**config.mk**
```make
export PLATFORM = sky130hd
export DESIGN_NAME = dmem_arbiter
export DESIGN_NICKNAME = d
export VERILOG_FILES = /design/src/rtl/dmem_arb_pkg.sv /design/src/rtl/rr_arb2.sv /design/src/rtl/dmem_arbiter.sv
export SDC_FILE = /design/constraint.sdc
export NUM_CORES = 1
export LEC_CHECK = 0
export CAP_MARGIN = 30
export CELL_PAD_IN_SITES_DETAIL_PLACEMENT = 2
export CELL_PAD_IN_SITES_GLOBAL_PLACEMENT = 2
export CORE_MARGIN = 10
export CORE_UTILIZATION = 22
export CTS_CLUSTER_SIZE = 28
export DETAILED_ROUTE_END_ITERATION = 7
export PLACE_DENSITY = 0.95
export SYNTH_ARGS = -nofsm -noshare
export SYNTH_HDL_FRONTEND = slang
export SYNTH_SLANG_ARGS = --single-unit
```
**constraint.sdc**
```tcl
create_clock -name clk -period 3 [get_ports clk]
set_input_delay 0.6 -clock clk [delete_from_list [all_inputs] [get_ports clk]]
set_output_delay 0.6 -clock clk [all_outputs]
set_load 0.02 [all_outputs]
```
**src/rtl/dmem_arb_pkg.sv**
```systemverilog
// Shared types, access-size encodings and the access legality check
// for the data-memory arbiter.
package dmem_arb_pkg;

  typedef enum logic [1:0] {
    IDLE   = 2'd0,
    ACCESS = 2'd1,
    RESP   = 2'd2
  } state_t;

  // Access size, taken from funct3[1:0].
  localparam logic [1:0] SZ_B = 2'b00;
  localparam logic [1:0] SZ_H = 2'b01;
  localparam logic [1:0] SZ_W = 2'b10;

  // High when the access must not reach the RAM: unknown size, a store
  // with an "unsigned" funct3, or a halfword/word access that is misaligned.
  function automatic logic access_err(input logic       we,
                                      input logic [2:0] func3,
                                      input logic [1:0] addr_lo);
    logic size_err;
    logic kind_err;
    case (func3[1:0])
      SZ_B:    size_err = 1'b0;
      SZ_H:    size_err = addr_lo[0];
      SZ_W:    size_err = (addr_lo != 2'b00);
      default: size_err = 1'b1;
    endcase
    kind_err = we & func3[2];
    return size_err | kind_err;
  endfunction

endpackage

```
**src/rtl/rr_arb2.sv**
```systemverilog
// Two-request round-robin arbiter. On a tie the requester that did not
// win the last accepted grant wins; last_grant only moves on advance.
module rr_arb2
  import dmem_arb_pkg::*;
(
  input  logic       clk,
  input  logic       rst,
  input  logic [1:0] req,
  input  logic       advance,
  output logic       grant,
  output logic       gnt_valid
);

  logic r_last_grant;

  // Pick the winner from the current requests and the last grant.
  always_comb begin
    gnt_valid = |req;
    grant     = 1'b0;
    case (req)
      2'b01:   grant = 1'b0;
      2'b10:   grant = 1'b1;
      2'b11:   grant = ~r_last_grant;
      default: grant = 1'b0;
    endcase
  end

  // Remember who won the last accepted request; reset favours requester 0.
  always_ff @(posedge clk) begin
    if (rst) begin
      r_last_grant <= 1'b1;
    end else if (advance) begin
      r_last_grant <= grant;
    end
  end

endmodule

```
**src/rtl/dmem_arbiter.sv**
```systemverilog
// Two-port arbiter/sequencer in front of the single-cycle core's data
// memory. Requests are accepted in IDLE or RESP, the memory is driven
// for one ACCESS cycle, and the result is presented as a one-cycle
// response pulse on the port that issued the request.
module dmem_arbiter
  import dmem_arb_pkg::*;
#(
  parameter int ADDR_W = 32,
  parameter int DATA_W = 32
)
(
  input  logic              clk,
  input  logic              rst,

  input  logic              rq0_valid,
  output logic              rq0_ready,
  input  logic              rq0_we,
  input  logic [2:0]        rq0_func3,
  input  logic [ADDR_W-1:0] rq0_addr,
  input  logic [DATA_W-1:0] rq0_wdata,
  output logic              rs0_valid,
  output logic [DATA_W-1:0] rs0_rdata,
  output logic              rs0_err,

  input  logic              rq1_valid,
  output logic              rq1_ready,
  input  logic              rq1_we,
  input  logic [2:0]        rq1_func3,
  input  logic [ADDR_W-1:0] rq1_addr,
  input  logic [DATA_W-1:0] rq1_wdata,
  output logic              rs1_valid,
  output logic [DATA_W-1:0] rs1_rdata,
  output logic              rs1_err,

  output logic              mem_wr,
  output logic [2:0]        mem_func3,
  output logic [ADDR_W-1:0] mem_addr,
  output logic [DATA_W-1:0] mem_wdata,
  input  logic [DATA_W-1:0] mem_rdata
);

  state_t              r_state;
  state_t              w_state_nxt;

  logic                w_grant;
  logic                w_gnt_valid;
  logic                w_can_accept;
  logic                w_accept;

  logic                w_sel_we;
  logic [2:0]          w_sel_func3;
  logic [ADDR_W-1:0]   w_sel_addr;
  logic [DATA_W-1:0]   w_sel_wdata;
  logic                w_sel_err;

  // Holding registers for the accepted request.
  logic                r_we;
  logic [2:0]          r_func3;
  logic [ADDR_W-1:0]   r_addr;
  logic [DATA_W-1:0]   r_wdata;
  logic                r_id;
  logic                r_err;

  // Response registers, loaded at the end of ACCESS.
  logic [DATA_W-1:0]   r_rdata;
  logic                r_rerr;

  logic                w_in_access;
  logic                w_in_resp;

  rr_arb2 u_rr_arb2 (
    .clk       (clk),
    .rst       (rst),
    .req       ({rq1_valid, rq0_valid}),
    .advance   (w_accept),
    .grant     (w_grant),
    .gnt_valid (w_gnt_valid)
  );

  assign w_in_access = (r_state == ACCESS);
  assign w_in_resp   = (r_state == RESP);

  // Handshake: only the granted requester sees ready, never during reset.
  always_comb begin
    w_can_accept = ((r_state == IDLE) || w_in_resp) && !rst && w_gnt_valid;
    rq0_ready    = w_can_accept && rq0_valid && (w_grant == 1'b0);
    rq1_ready    = w_can_accept && rq1_valid && (w_grant == 1'b1);
    w_accept     = rq0_ready || rq1_ready;
  end

  // Route the granted requester's payload and classify it.
  always_comb begin
    w_sel_we    = rq0_we;
    w_sel_func3 = rq0_func3;
    w_sel_addr  = rq0_addr;
    w_sel_wdata = rq0_wdata;
    if (w_grant) begin
      w_sel_we    = rq1_we;
      w_sel_func3 = rq1_func3;
      w_sel_addr  = rq1_addr;
      w_sel_wdata = rq1_wdata;
    end
    w_sel_err = access_err(w_sel_we, w_sel_func3, w_sel_addr[1:0]);
  end

  // State register.
  always_ff @(posedge clk) begin
    if (rst) begin
      r_state <= IDLE;
    end else begin
      r_state <= w_state_nxt;
    end
  end

  // Next state: ACCESS always lasts one cycle; RESP can chain straight
  // into the next ACCESS when a request is accepted alongside the response.
  always_comb begin
    w_state_nxt = r_state;
    case (r_state)
      IDLE:    w_state_nxt = w_accept ? ACCESS : IDLE;
      ACCESS:  w_state_nxt = RESP;
      RESP:    w_state_nxt = w_accept ? ACCESS : IDLE;
      default: w_state_nxt = IDLE;
    endcase
  end

  // Capture the accepted request.
  always_ff @(posedge clk) begin
    if (rst) begin
      r_we    <= 1'b0;
      r_func3 <= '0;
      r_addr  <= '0;
      r_wdata <= '0;
      r_id    <= 1'b0;
      r_err   <= 1'b0;
    end else if (w_accept) begin
      r_we    <= w_sel_we;
      r_func3 <= w_sel_func3;
      r_addr  <= w_sel_addr;
      r_wdata <= w_sel_wdata;
      r_id    <= w_grant;
      r_err   <= w_sel_err;
    end
  end

  // Sample the memory's combinational read data at the end of ACCESS;
  // stores and rejected accesses report zero.
  always_ff @(posedge clk) begin
    if (rst) begin
      r_rdata <= '0;
      r_rerr  <= 1'b0;
    end else if (w_in_access) begin
      r_rdata <= (r_we || r_err) ? '0 : mem_rdata;
      r_rerr  <= r_err;
    end
  end

  // Memory side: address/data/size always reflect the holding registers,
  // the write strobe only fires in a legal store's ACCESS cycle.
  always_comb begin
    mem_wr    = w_in_access && r_we && !r_err && !rst;
    mem_func3 = r_func3;
    mem_addr  = r_addr;
    mem_wdata = r_wdata;
  end

  // Response side: pulse on the originating port only, other port idle.
  always_comb begin
    rs0_valid = w_in_resp && (r_id == 1'b0);
    rs1_valid = w_in_resp && (r_id == 1'b1);
    rs0_rdata = rs0_valid ? r_rdata : '0;
    rs1_rdata = rs1_valid ? r_rdata : '0;
    rs0_err   = rs0_valid && r_rerr;
    rs1_err   = rs1_valid && r_rerr;
  end

endmodule

```
==> reports/qor.yml <==
setup_path:
  cp-startpoint: "rq0_valid"
  reg2reg_setup_slack_ns: 0.83
  critPathCapture: "rq1_ready"
  worstPathArrival_ns: 2.18
  r2r_cells: 6
  r2r-start: "r_state[0]"
  startpoint_type: "primary input"
  timing.rr.end: "mem_wdata[1]"
  crit_fanout: 5
  crit_type: "in -> out"
  crit_path_end_kind: "output pin"
  worstPathRequired_ns: 2.40
cells_and_area:
  syn_to_final_growth_pct: 72.1
  multiInputGateArea_mm2: 0.00255
  final_nets: 979
  drive_gt1_frac: 0.0468
  diodes: 0
  nFillCells: 2346
  ff_latch_area_mm2: 0.00212
  instances_no_fill: 1092
  final_util: 0.388
drt:
  wl_per_cell_um: 22.1
  viasPerCell: 4.83
  wl_mm: 24.1
  ant_nets: 0
  first_pass_iters: 4
  drtIter0Drc: 247
  via_count: 5276
  drc_errors: 0
placed_design:
  port_buffers: 309
  hpwl_mm: 19.3
  placedCellCount: 1076
  place_ws_ns: 0.197
  gp_congestion: 0.771
cts:
  cts_resized: 0
  clockRootBuffer: "clkbuf_16"
  clk_path_buf_depth: 2
  clkLatencyLatePin_ns: 0.35
  clock-sinks: 106
  hold_buffers: 0
  tritoncts: "built"
  post_cts_buffers: 0
  ctsHtreeMaxLevel: 3
  path_clk_slew_ns: 0.07
  cts_made_buffers: 9
synthesis:
  syn_avg_cell_area_um2: 9.42
  ys_async_sr_fraction: 0
  synth_fp_nets: 698
  syn_inst: 526
  yosys.area.top_type: "dfxtp_1"
  synth_area_mm2: 0.00495
  ys_warn_count: 0
  ys_seq_area_frac: 0.428
  synth_edf_count: 0
  synthFlopType: "dfxtp_1"
  post-synth-top-count-cell: "dfxtp_1"
  synth_top_area_frac: 0.428
  yosys_register_bits: 106
  synth_cell_type_count: 33
  synthTopCellsByArea: "dfxtp_1 43%, mux2i_1 14%, a211oi_1 9.4%, and2_1 8.5%, a21oi_1 6.5%"
  synthTopCellsByCount: "106 x dfxtp_1, 69 x mux2i_1, 67 x and2_1"
flow_run:
  cap_viol_max_count: 0
global_routing:
  top_usage_layer: "met2"
  grt_pass1_vias: 6033
  grt_max_degree: 73
  grtUsageMet1: 0.158
  grt.overflow.total: 0
  grt_pass1_wl_mm: 36.1
  grt_usage: 0.161
  met3_usage: 0.0893
  grt_antenna_before_repair: 0
  grt_use_met2: 0.285
power:
  power_frac_comb: 0.260
  swShare: 0.296
  p_int_w: 0.00260
  fin_total_pwr_w: 0.00369
  pwr_density_cell_mw_per_mm2: 433
  switching_power_w: 0.00109
  p_clk_frac: 0.309
  vdd_drop_max_v: 0.000229
  leakagePower_nw: 3.09
  power_frac_seq: 0.431
run_status:
  status: "finished clean"
die:
  coreArea_mm2: 0.0220
  dieArea_mm2: 0.0289
  io_pins: 310
  die_x_um: 170
  rows: 54
  die_y_um: 170
  initial_core_util: 0.226
timing:
  finalSetupViolCount: 0
  layout_setup_ws_ns: 0.224
  tns_ns: 0
  slew_viol_final: 0
  finalHoldViolations: 0
  finalClockSkew_ns: 0.0101
  post-route-period-util: 0.925
  fmax_mhz: 360
  relSlewSlack: 0.536
  worstMarginPinSlew_ns: 0.697
  rsz0062_at_grt: "no"
  period_minus_slack_ns: 2.78
hold_path:
  hold_class: "reg -> reg"
==> how the worst min path moves through the flow <==
stage	from	to	depth (start not counted)
global route	mem_wdata[17]	mem_wdata[17]	2
detailed placement	mem_func3[2]	mem_func3[2]	2
floorplan	r_id	r_id	2
CTS	mem_func3[2]	mem_func3[2]	2
global placement	mem_addr[0]	mem_addr[0]	2
finish	mem_func3[2]	mem_func3[2]	2
==> per-stage QoR <==
stage          area (um^2)  hold slack [ns]
3_3_place_gp          8250            0.479
3_5_place_dp          8250            0.518
2_1_floorplan         4950            0.468
4_1_cts               8530            0.530
5_1_grt               8530            0.547
6_report              8530            0.521
==> kinds of logic (layout without fill, tap and decap cells) <==
family / count (synthesis) / count (layout) / synth area share
simple gates: 118 / 118 / 0.136
compound gates: 178 / 178 / 0.236
flops: 106 / 106 / 0.428
buf+inv: 55 / 341 / 0.0601
mux: 69 / 69 / 0.139
==> state kept, by name (all words and copies together), names as in the netlist <==
signal / flops
r_we: 1
r_rdata: 32
r_id: 1
u_rr_arb2.r_last_grant: 1
mem_wdata: 32
mem_addr: 32
r_state: 2
r_err: 1
mem_func3: 3
r_rerr: 1
==> worst max-delay path, stage by stage <==
cell	delay, ns
clkdlybuf4s50_1	0.51
a21boi_4	0.23
and2_1	0.14
clkdlybuf4s50_1	0.68
==> cell usage in the layout (no fill, tap or decap), types with 2 or more instances in the layout <==
| master | synthesis | routed |
|---|---|---|
| clkdlybuf4s50_1 | 0 | 307 |
| dfxtp_1 | 106 | 106 |
| mux2i_1 | 69 | 69 |
| and2_1 | 67 | 67 |
| a21oi_1 | 64 | 64 |
| a211oi_1 | 62 | 62 |
| nor2_1 | 37 | 37 |
| a22oi_1 | 32 | 32 |
| buf_4 | 2 | 14 |
| clkbuf_16 | 0 | 9 |
| o211ai_1 | 7 | 7 |
| o21ai_0 | 6 | 6 |
| nand2b_1 | 3 | 3 |
| nand2_1 | 2 | 2 |
| o31ai_1 | 2 | 2 |
| clkinv_4 | 0 | 2 |
| buf_12 | 0 | 2 |
==> routing by layer <==
layer / vias to the layer above / part of all wire
met4: 0 / 0.014
met3: 15 / 0.13
li1: 2483 / -
met5: - / 0
met1: 2545 / 0.37
met2: 233 / 0.49
==> power groups by stage <==
stage / logic, W / clock network, W / registers, W
after floorplan: 0.000357 / 0 / 0.00169
after global placement: 0.000935 / 0 / 0.00161
after detailed placement: 0.000979 / 0 / 0.00162
after CTS: 0.000981 / 0.00119 / 0.00159
after global routing: 0.00104 / 0.00125 / 0.00160
final: 0.000960 / 0.00114 / 0.00159
==> final cells by class <==
| cell class | instances | area share |
|---|---|---|
| sequential | 106 | 0.249 |
| clock buffer | 11 | 0.0285 |
| multi-input combinational | 365 | 0.299 |
| clock inverter | 5 | 0.00455 |
| tap | 280 | 0.0411 |
| inverter | 2 | 0.00117 |
| timing repair buffer | 323 | 0.377 |
(Power assumes the default switching activity.)
